## src/rtl/psum_accumulator_pkg.sv

```systemverilog
// Shared types and saturation-bound helpers for the partial-sum accumulator.
package psum_accumulator_pkg;

   typedef enum logic {
      IDLE  = 1'b0,
      ACCUM = 1'b1
   } state_e;

   // Largest / smallest value representable in a w-bit signed word.
   function automatic longint sat_max(input int unsigned w);
      return (longint'(1) <<< (w - 1)) - longint'(1);
   endfunction

   function automatic longint sat_min(input int unsigned w);
      return -(longint'(1) <<< (w - 1));
   endfunction

endpackage

```

## src/rtl/psum_fifo.sv

```systemverilog
// First-word-fall-through buffer for requantized group results.
module psum_fifo #(
   parameter int unsigned WIDTH = 16,
   parameter int unsigned DEPTH = 4
) (
   input  logic                     clk,
   input  logic                     arst_in,
   input  logic                     push_i,
   input  logic [WIDTH-1:0]         push_data_i,
   input  logic                     pop_i,
   output logic                     valid_o,
   output logic [WIDTH-1:0]         data_o,
   output logic [$clog2(DEPTH):0]   count_o
);

   localparam int unsigned AW = $clog2(DEPTH);
   localparam int unsigned CW = AW + 1;

   logic [WIDTH-1:0] mem_q [DEPTH];
   logic [AW-1:0]    wr_q, wr_d, rd_q, rd_d;
   logic [CW-1:0]    count_q, count_d;
   logic             full_c, pop_en_c, push_en_c;

   assign valid_o   = (count_q != '0);
   assign full_c    = (count_q == CW'(DEPTH));
   assign pop_en_c  = pop_i && valid_o;
   // A push into a full buffer is only allowed when the head leaves the same cycle.
   assign push_en_c = push_i && (!full_c || pop_en_c);
   assign data_o    = valid_o ? mem_q[rd_q] : '0;
   assign count_o   = count_q;

   always_comb begin
      wr_d    = wr_q;
      rd_d    = rd_q;
      count_d = count_q;
      if (push_en_c) wr_d = wr_q + AW'(1);
      if (pop_en_c)  rd_d = rd_q + AW'(1);
      case ({push_en_c, pop_en_c})
         2'b10:   count_d = count_q + CW'(1);
         2'b01:   count_d = count_q - CW'(1);
         default: count_d = count_q;
      endcase
   end

   always_ff @(posedge clk or posedge arst_in) begin
      if (arst_in) begin
         wr_q    <= '0;
         rd_q    <= '0;
         count_q <= '0;
      end else begin
         wr_q    <= wr_d;
         rd_q    <= rd_d;
         count_q <= count_d;
      end
   end

   always_ff @(posedge clk) begin
      if (push_en_c) mem_q[wr_q] <= push_data_i;
   end

endmodule

```

## src/rtl/psum_accumulator.sv

```systemverilog
// Groups signed MAC partial sums, requantizes each group result and buffers it.
// Optional clamp on output narrowing: define PSUM_SATURATION_EN.
module psum_accumulator
   import psum_accumulator_pkg::*;
#(
   parameter int unsigned IN_WIDTH   = 34,
   parameter int unsigned ACC_WIDTH  = 42,
   parameter int unsigned OUT_WIDTH  = 16,
   parameter int unsigned OUT_SHIFT  = 0,
   parameter int unsigned FIFO_DEPTH = 4,
   parameter int unsigned CNT_WIDTH  = 8
) (
   input  logic                  clk,
   input  logic                  arst_in,
   input  logic [CNT_WIDTH-1:0]  cfg_len,
   input  logic                  in_valid,
   input  logic [IN_WIDTH-1:0]   in_data,
   output logic                  in_ready,
   output logic                  out_valid,
   output logic [OUT_WIDTH-1:0]  out_data,
   input  logic                  out_ready,
   output logic                  busy
);

   localparam int unsigned CW = $clog2(FIFO_DEPTH) + 1;

   state_e                       state_q, state_d;
   logic signed [ACC_WIDTH-1:0]  acc_q, acc_d;
   logic signed [ACC_WIDTH-1:0]  in_ext_c, sum_c, shifted_c;
   logic [CNT_WIDTH-1:0]         cnt_q, cnt_d, len_q, len_d, len_eff_c;
   logic                         pend_q, pend_d;
   logic [OUT_WIDTH-1:0]         pdata_q, pdata_d, narrow_c;
   logic [CW-1:0]                fifo_count;
   logic                         accept_c, finish_c;

   assign in_ext_c  = ACC_WIDTH'($signed(in_data));
   assign len_eff_c = (cfg_len == '0) ? CNT_WIDTH'(1) : cfg_len;
   assign sum_c     = (state_q == ACCUM) ? acc_q + in_ext_c : in_ext_c;
   assign shifted_c = sum_c >>> OUT_SHIFT;

   // Credit check uses only registered occupancy so a same-cycle pop cannot raise it.
   assign in_ready  = (fifo_count + CW'(pend_q)) < CW'(FIFO_DEPTH);
   assign accept_c  = in_valid && in_ready;
   assign finish_c  = accept_c && ((state_q == IDLE) ? (len_eff_c == CNT_WIDTH'(1))
                                                     : (cnt_q == len_q - CNT_WIDTH'(1)));
   assign busy      = (state_q == ACCUM) || pend_q;

`ifdef PSUM_SATURATION_EN
   localparam logic signed [ACC_WIDTH-1:0] SAT_HI = ACC_WIDTH'(sat_max(OUT_WIDTH));
   localparam logic signed [ACC_WIDTH-1:0] SAT_LO = ACC_WIDTH'(sat_min(OUT_WIDTH));

   always_comb begin
      narrow_c = OUT_WIDTH'(shifted_c);
      if (shifted_c > SAT_HI)      narrow_c = OUT_WIDTH'(SAT_HI);
      else if (shifted_c < SAT_LO) narrow_c = OUT_WIDTH'(SAT_LO);
   end
`else
   assign narrow_c = OUT_WIDTH'(shifted_c);
`endif

   always_ff @(posedge clk or posedge arst_in) begin
      if (arst_in) state_q <= IDLE;
      else         state_q <= state_d;
   end

   always_comb begin
      state_d = state_q;
      case (state_q)
         IDLE:    if (accept_c && !finish_c) state_d = ACCUM;
         ACCUM:   if (finish_c)              state_d = IDLE;
         default: state_d = IDLE;
      endcase
   end

   always_comb begin
      acc_d   = acc_q;
      cnt_d   = cnt_q;
      len_d   = len_q;
      pend_d  = finish_c;
      pdata_d = finish_c ? narrow_c : pdata_q;
      if (accept_c && !finish_c) begin
         if (state_q == IDLE) begin
            len_d = len_eff_c;
            acc_d = in_ext_c;
            cnt_d = CNT_WIDTH'(1);
         end else begin
            acc_d = sum_c;
            cnt_d = cnt_q + CNT_WIDTH'(1);
         end
      end
   end

   always_ff @(posedge clk or posedge arst_in) begin
      if (arst_in) begin
         acc_q   <= '0;
         cnt_q   <= '0;
         len_q   <= '0;
         pend_q  <= 1'b0;
         pdata_q <= '0;
      end else begin
         acc_q   <= acc_d;
         cnt_q   <= cnt_d;
         len_q   <= len_d;
         pend_q  <= pend_d;
         pdata_q <= pdata_d;
      end
   end

   psum_fifo #(
      .WIDTH (OUT_WIDTH),
      .DEPTH (FIFO_DEPTH)
   ) u_fifo (
      .clk         (clk),
      .arst_in     (arst_in),
      .push_i      (pend_q),
      .push_data_i (pdata_q),
      .pop_i       (out_ready),
      .valid_o     (out_valid),
      .data_o      (out_data),
      .count_o     (fifo_count)
   );

endmodule
```

## config.mk

```make
export PLATFORM = sky130hd
export DESIGN_NAME = psum_accumulator
export DESIGN_NICKNAME = d
export VERILOG_FILES = /design/src/rtl/psum_accumulator_pkg.sv /design/src/rtl/psum_fifo.sv /design/src/rtl/psum_accumulator.sv
export SDC_FILE = /design/constraint.sdc
export NUM_CORES = 1
export LEC_CHECK = 0
export ABC_AREA = 1
export CAP_MARGIN = 15
export CELL_PAD_IN_SITES_DETAIL_PLACEMENT = 2
export CELL_PAD_IN_SITES_GLOBAL_PLACEMENT = 2
export CORE_ASPECT_RATIO = 1.1
export CORE_UTILIZATION = 35
export CTS_CLUSTER_DIAMETER = 30
export DETAILED_ROUTE_END_ITERATION = 7
export PLACE_DENSITY = 0.89
export SYNTH_ARGS = -nofsm -noshare
export SYNTH_HDL_FRONTEND = slang
export SYNTH_SLANG_ARGS = --single-unit
```

## constraint.sdc

```tcl
create_clock -name clk -period 2.3 [get_ports clk]
set_clock_uncertainty 0.15 [all_clocks]
set_input_delay 0.345 -clock clk [delete_from_list [all_inputs] [get_ports clk]]
set_output_delay 0.345 -clock clk [all_outputs]
set_load 0.01 [all_outputs]
```

==> Word-level counts from Yosys, hierarchy flattened <==
Memories as Yosys holds them, arrays and structs flattened.
Index checks and enable logic that the tools add are counted.
{ "classes": {"addsub": 8, "order_cmp": 1, "eq_ne": 5, "n_mux": 12, "bitwise": 1, "reduce_logical": 13} }
{ "ops": {"columns": ["cell", "n"], "rows": [
  ["$mux 42", 2],
  ["$add 42x34->42", 1],
  ["$mux 16", 1],
  ["$mux 8", 2],
  ["$add 8x1->8 const B", 1],
  ["$eq 8x1->1 const B", 1],
  ["$eq 8x8->1", 1],
  ["$logic_not 8->1", 1],
  ["$sub 8x1->8 const B", 1],
  ["$pmux 3 s2", 1],
  ["$logic_and 1x1->1", 5],
  ["$mux 1", 5],
  ["$add 2x1->2 const B", 2],
  ["$add 3x1->3", 1],
  ["$add 3x1->3 const B", 1],
  ["$eq 3x3->1 const B", 1],
  ["$lt 3x3->1 const B", 1],
  ["$reduce_bool 3->1", 1],
  ["$sub 3x1->3 const B", 1],
  ["$eq 2x1->1 const B", 1],
  ["$eq 2x2->1 const B", 1],
  ["$logic_not 1->1", 2],
  ["$logic_or 1x1->1", 2],
  ["$pmux 1 s2", 1],
  ["3 further kinds", 3]
]} }
{ "word_totals": {"ff_bits": 83, "mem_bits_rw": 64, "output_inout_bits": 19, "wordCells": 50, "n_memories": 1} }
{ "mem_list": {"columns": ["memory", "words", "word_bits", "read_ports", "rd_ports_with_merged_regs", "wr", "line_no", "text"], "rows": [
  ["u_fifo.mem_q", 4, 16, 1, 0, 1, "psum_fifo.sv:19", "logic [WIDTH-1:0] mem_q [DEPTH];"]
]} }

==> Logic depth before layout (Yosys ltp) <==
{ "logic_depth": {"depth_word": 9, "depth_mapped": 15, "mapped_depth_nobuf": 14} }

==> By module <==
Synthesis repeated with hierarchy kept, for this count alone.
{ "hier_totals": {"cells_unflattened": 781, "hier_area_um2": 6570.1} }
{ "modules_own_cells": {"columns": ["module", "n_inst", "cells_each", "area_each_um2", "seq_area_each_um2"], "rows": [
  ["psum_accumulator", 1, 536, 3603.5, 1251.2],
  ["psum_fifo", 1, 245, 2966.6, 2097.0]
]} }

==> Least setup slack after synthesis <==
OpenSTA, ideal clock, no wires.
{ "synth_timing": {"path_type": "reg-to-reg", "startpoint": "reg u_fifo.count_q[0], in the netlist u_fifo.count_o[0]", "endpoint": "reg u_fifo.count_q[2], in the netlist u_fifo.count_o[2]", "setup_ns": 0.131, "arrival_time_ns": 1.879, "required_ns": 2.019, "setup_slack_ns": 0.140, "stages_incl_launch_ff": 11, "path_buffers": 0, "synth_period_minus_slack_ns": 2.160, "path_cell_list": "dfrtp_1 -> nor2_1 -> nand2_1 -> clkinv_1 -> nor2_1 -> ha_1 -> inv_1 -> fa_1 -> a21oi_1 -> o21ai_0 -> xor2_1"} }
{ "synth_via": {"elab_chain_len": 6, "elab_cells_between_ends": 12} }
{ "synth_lines": {"columns": ["element", "line_no", "text"], "rows": [
  ["from (decl)", "psum_fifo.sv:21", "logic [CW-1:0] count_q, count_d;"],
  ["from (signal assigned)", "psum_fifo.sv:53", "count_q <= count_d;"],
  ["$reduce_bool 3->1 *", "psum_fifo.sv:24", "assign valid_o = (count_q != '0);"],
  ["via out_valid", "psum_accumulator.sv:19", "output logic out_valid,"],
  ["$logic_and 1x1->1 *", "psum_fifo.sv:26", "assign pop_en_c = pop_i && valid_o;"],
  ["via u_fifo.pop_en_c", "psum_fifo.sv:22", "logic full_c, pop_en_c, push_en_c;"],
  ["$logic_or 1x1->1", "psum_fifo.sv:28", "assign push_en_c = push_i && (!full_c || pop_en_c);"],
  ["$logic_and 1x1->1", "psum_fifo.sv:28", null],
  ["$eq 2x1->1 or $eq 2x2->1 (tied branches)", "psum_fifo.sv:38", "case ({push_en_c, pop_en_c})"],
  ["$pmux 3 s2 or $reduce_bool 2->1 (tied branches)", null, null]
]} }
Mark *: on every way through the listed nets, which the timed path passes. The rest lies on a longest branch.
A chain may end at the register's enable or synchronous reset.

==> Final worst setup path <==
{ "layout_timing": {"startpoint": "in cfg_len[1]", "endpoint": "reg pdata_q[14]"} }
{ "layout_via": {"elab_chain_len": 5} }
{ "layout_lines": {"columns": ["element", "line_no", "text"], "rows": [
  ["from (decl)", "psum_accumulator.sv:15", "input logic [CNT_WIDTH-1:0] cfg_len,"],
  ["$logic_not 8->1", "psum_accumulator.sv:37", "assign len_eff_c = (cfg_len == '0) ? CNT_WIDTH'(1) : cfg_len;"],
  ["$mux 8 *", "psum_accumulator.sv:37", null],
  ["$eq 8x1->1 *", "psum_accumulator.sv:44", "assign finish_c = accept_c && ((state_q == IDLE) ? (len_eff_c == CNT_WIDTH'(1))"],
  ["$mux 1 *", "psum_accumulator.sv:44", null],
  ["$logic_and 1x1->1 *", "psum_accumulator.sv:44", null],
  ["to (signal assigned)", "psum_accumulator.sv:105", "pdata_q <= pdata_d;"],
  ["to (decl)", "psum_accumulator.sv:32", "logic [OUT_WIDTH-1:0] pdata_q, pdata_d, narrow_c;"]
]} }
Mark *: on every way between the ends. The rest lies on a longest branch, timed or not.

==> reports/metrics.yaml <==
run_status:
  outcome: "finished, violations left"
  violations: "negative setup slack"
logic_synthesis:
  syn_avg_cell_area_sq_um: 8.375
  postSynth.asyncResetShare_pct: 47.11
  synth_area_sq_um: 6675
  synth_cells: 797
  synth_top_family_by_area: "simple AND/OR/NAND/NOR gates"
  synth_flop_cell: "edfxtp_1"
  yosys.area_share.simple_pct: 29.62
  netlist-cell-type-count: 34
  seq_area_frac_synth_pct: 50.16
  synth_xor_area_share_pct: 2.624
  synth_compound_area_share_pct: 5.848
  synth_fa_ha_area_share_pct: 4.724
  synth_nets: 867
  synth.area.mux_share_pct: 0
  ys_ff_latch: 121
  synth_edf_count: 64
  synth_warnings: 0
setup_path:
  timing.rr.start: "len_q[1]"
  rr_worst_depth: 13
  crit_type: "in2reg"
  critPathCaptureType: "flip-flop"
  reg2reg_to: "pdata_q[14]"
  critPathRequiredTime_ps: 2450
  rrSetupSlack_ps: -130
  arrival_ps: 2590
  critPathMaxFanout: 8
  crit_path_start_kind: "primary input"
sta:
  drv_slew: 0
  period_needed_ps: 2439
  hold_viol_final: 0
  tns_ps: -1635
  clock.fmax_mhz: 410.0
  relSlewSlack_pct: 58.88
  fin_ws_ps: -139.1
  worstMarginPinSlew_ps: 615.8
  setup_violations: 36
  grt_setup_unrepaired: "true"
  finalCritPeriodShare_pct: 106.0
floorplanning:
  start_util_pct: 36.00
  num_rows: 52
  io_pins: 65
  die_h_microns: 146.8
  coreArea_sq_um: 18540
  die-area_sq_um: 19630
  die_w_microns: 133.7
clock_tree:
  root_buffer: "clkbuf_16"
  htreeDepth: 4
  clkSinkCount: 121
  clkSlewWorstSetupHoldPaths_ps: 70
  clock_latency_ps: 460
  cts_max_path_buffers: 2
  cts_made_buffers: 17
  cts_tree: "built"
power:
  peakVddDrop_mv: 0.6547
  p_switching_uw: 6240
  p_int_uw: 7101
  pwr-share-comb_pct: 51.3
  power.density_nw_per_um2: 1505
  power_frac_seq_pct: 25.9
  leakage_uw: 0.004077
  clkPwrFrac_pct: 22.8
  p_sw_share_pct: 46.77
detailed_routing:
  drc: 0
  finalWirelength_microns: 32220
  antenna_left: 0
  drtIter0Drc: 560
  first_pass_iters: 5
  avgViaCountPerCell: 5.583
  wl_per_cell_microns: 27.73
  vias: 6487
global_route:
  grt_pass1_wl_microns: 43280
  grt_usage_pct: 29.79
  grt_pass1_vias: 7243
  antenna_found_initial: 0
  grt_overflow_total: 0
  grt_max_degree: 28
finish:
  finalNonFillerCells: 1162
  drive_gt1_share_pct: 24.59
  nNetsFinal: 976
  final_util_pct: 47.81
  area_growth_pct: 32.82
  nFillCells: 1964
  num_antenna_cells: 0
  fin_area_sq_um: 8866
placement:
  place_congestion: 0.7736
  dp_slack_ps: -408.5
  portBuffers: 46
  hpwl_microns: 16270
  dpl.cell_count: 1121
  placed_cell_area_sq_um: 7839
worst_hold_path:
  hold_class: "in2async"
flow_run:
  maxCapViolCount: 0
layout by cell type, fill, tap and decap left out, types with 25 or more instances in the layout:
master | Yosys | final
nand2_2 | 4 | 30
o21ai_0 | 46 | 35
nor2_1 | 106 | 92
buf_4 | 0 | 52
edfxtp_1 | 64 | 64
inv_1 | 77 | 72
clkdlybuf4s50_1 | 0 | 27
nand3_2 | 21 | 25
nand3_1 | 50 | 45
dfrtp_1 | 57 | 52
nand2_1 | 239 | 208
per-layer routing:
layer	track usage, %	share of wire, %	up-vias	wire [microns]
li1	-	-	2791	-
met1	34.38	40	3380	12830
met2	54.48	52	222	16820
met3	4.969	4.0	94	1295
met4	11.76	4.0	0	1285
met5	0	0	-	0
state kept, by name, summed over array words and instances, names as in the netlist, named ones only:
| register | flops |
|---|---|
| u_fifo.mem_q | 64 |
| acc_q | 16 |
| pdata_q | 16 |
| cnt_q | 8 |
| len_q | 8 |
| u_fifo.count_o | 3 |
| u_fifo.rd_q | 2 |
| u_fifo.wr_q | 2 |
| pend_q | 1 |
worst max-delay path, stage by stage:
cell and delay (ps):
clkdlybuf4s50_1 440, nor4_1 370, nand4_1 340, nand2_1 350, buf_4 220, nand3_4 180, nand2_1 190, nand2_1 140
area by class of cell:
type,instances,area [sq um],area share [%]
sequential,121,3354,37.84
inverter,82,310.3,3.500
clock buffer,18,429.2,4.841
clock inverter,14,197.7,2.230
tap,243,304.0,3.429
timing repair buffer,117,1114,12.56
multi-input combinational,567,3157,35.61
stage by stage:
| step | power (uW) | hold WS, ps |
|---|---|---|
| 6_report | 13340 | 138.0 |
| 5_1_grt | 13900 | 157.8 |
| 4_1_cts | 12280 | 145.5 |
| 3_5_place_dp | 8853 | 326.4 |
| 3_3_place_gp | 8369 | 310.2 |
| 2_1_floorplan | 6349 | 295.9 |
cells by family after synthesis:
kind of cell               count (synthesis)
AOI/OAI and AO/OA                         77
xor gates and xnor gates                  20
adders and majority gates                 24
buffers and inverters                    110
DFF                                      121
and+or+nand+nor                          445
worst max-delay path by stage:
stage / startpoint / to / slack [ps] / cells after the start
6_report: cfg_len[1] / pdata_q[14] / -140 / 8
3_5_place_dp: in_data[0] / pdata_q[8] / -410 / 11
2_1_floorplan: u_fifo.count_o[0] / u_fifo.count_o[2] / 140 / 10
4_1_cts: u_fifo.rd_q[0] / out_data[8] / -70 / 6
3_3_place_gp: in_data[0] / pdata_q[8] / -300 / 11
5_1_grt: len_q[1] / pdata_q[14] / -190 / 13
power groups by stage:
stage / sequential [uW] / combinational, uW / clock [uW]
finish: 3450 / 6850 / 3040
floorplan: 3090 / 3260 / 0
CTS: 3340 / 5960 / 2980
global placement: 3220 / 5150 / 0
global route: 3470 / 7290 / 3130
detailed placement: 3280 / 5570 / 0
synth_stat cells (3+ instances only):
library cell / instances / area share (%)
xnor2_1: 8 / 1.0
or2_2: 4 / 0.37
nand2_2: 4 / 0.37
nor2_1: 106 / 6.0
buf_2: 9 / 0.67
ha_1: 22 / 4.1
buf_6: 6 / 1.0
clkbuf_1: 11 / 0.62
dfrtp_1: 57 / 21
o21ai_1: 4 / 0.30
inv_1: 77 / 4.3
edfxtp_1: 64 / 29
nand2_1: 239 / 13
o21ai_0: 46 / 3.4
nand3_1: 50 / 3.7
nor4_1: 3 / 0.28
a21oi_1: 25 / 1.9
inv_2: 3 / 0.17
nand3_2: 21 / 3.1
nand4_1: 4 / 0.37
xor2_1: 12 / 1.6
timing repair:
item                       CTS  global route
setup endpoints to repair   59            63
cloned                       1             1
resized for setup           64            91
buffers inserted             3             4
pin swaps                    8            21
hold buffers                 0             0
(Power assumes the default switching activity.)
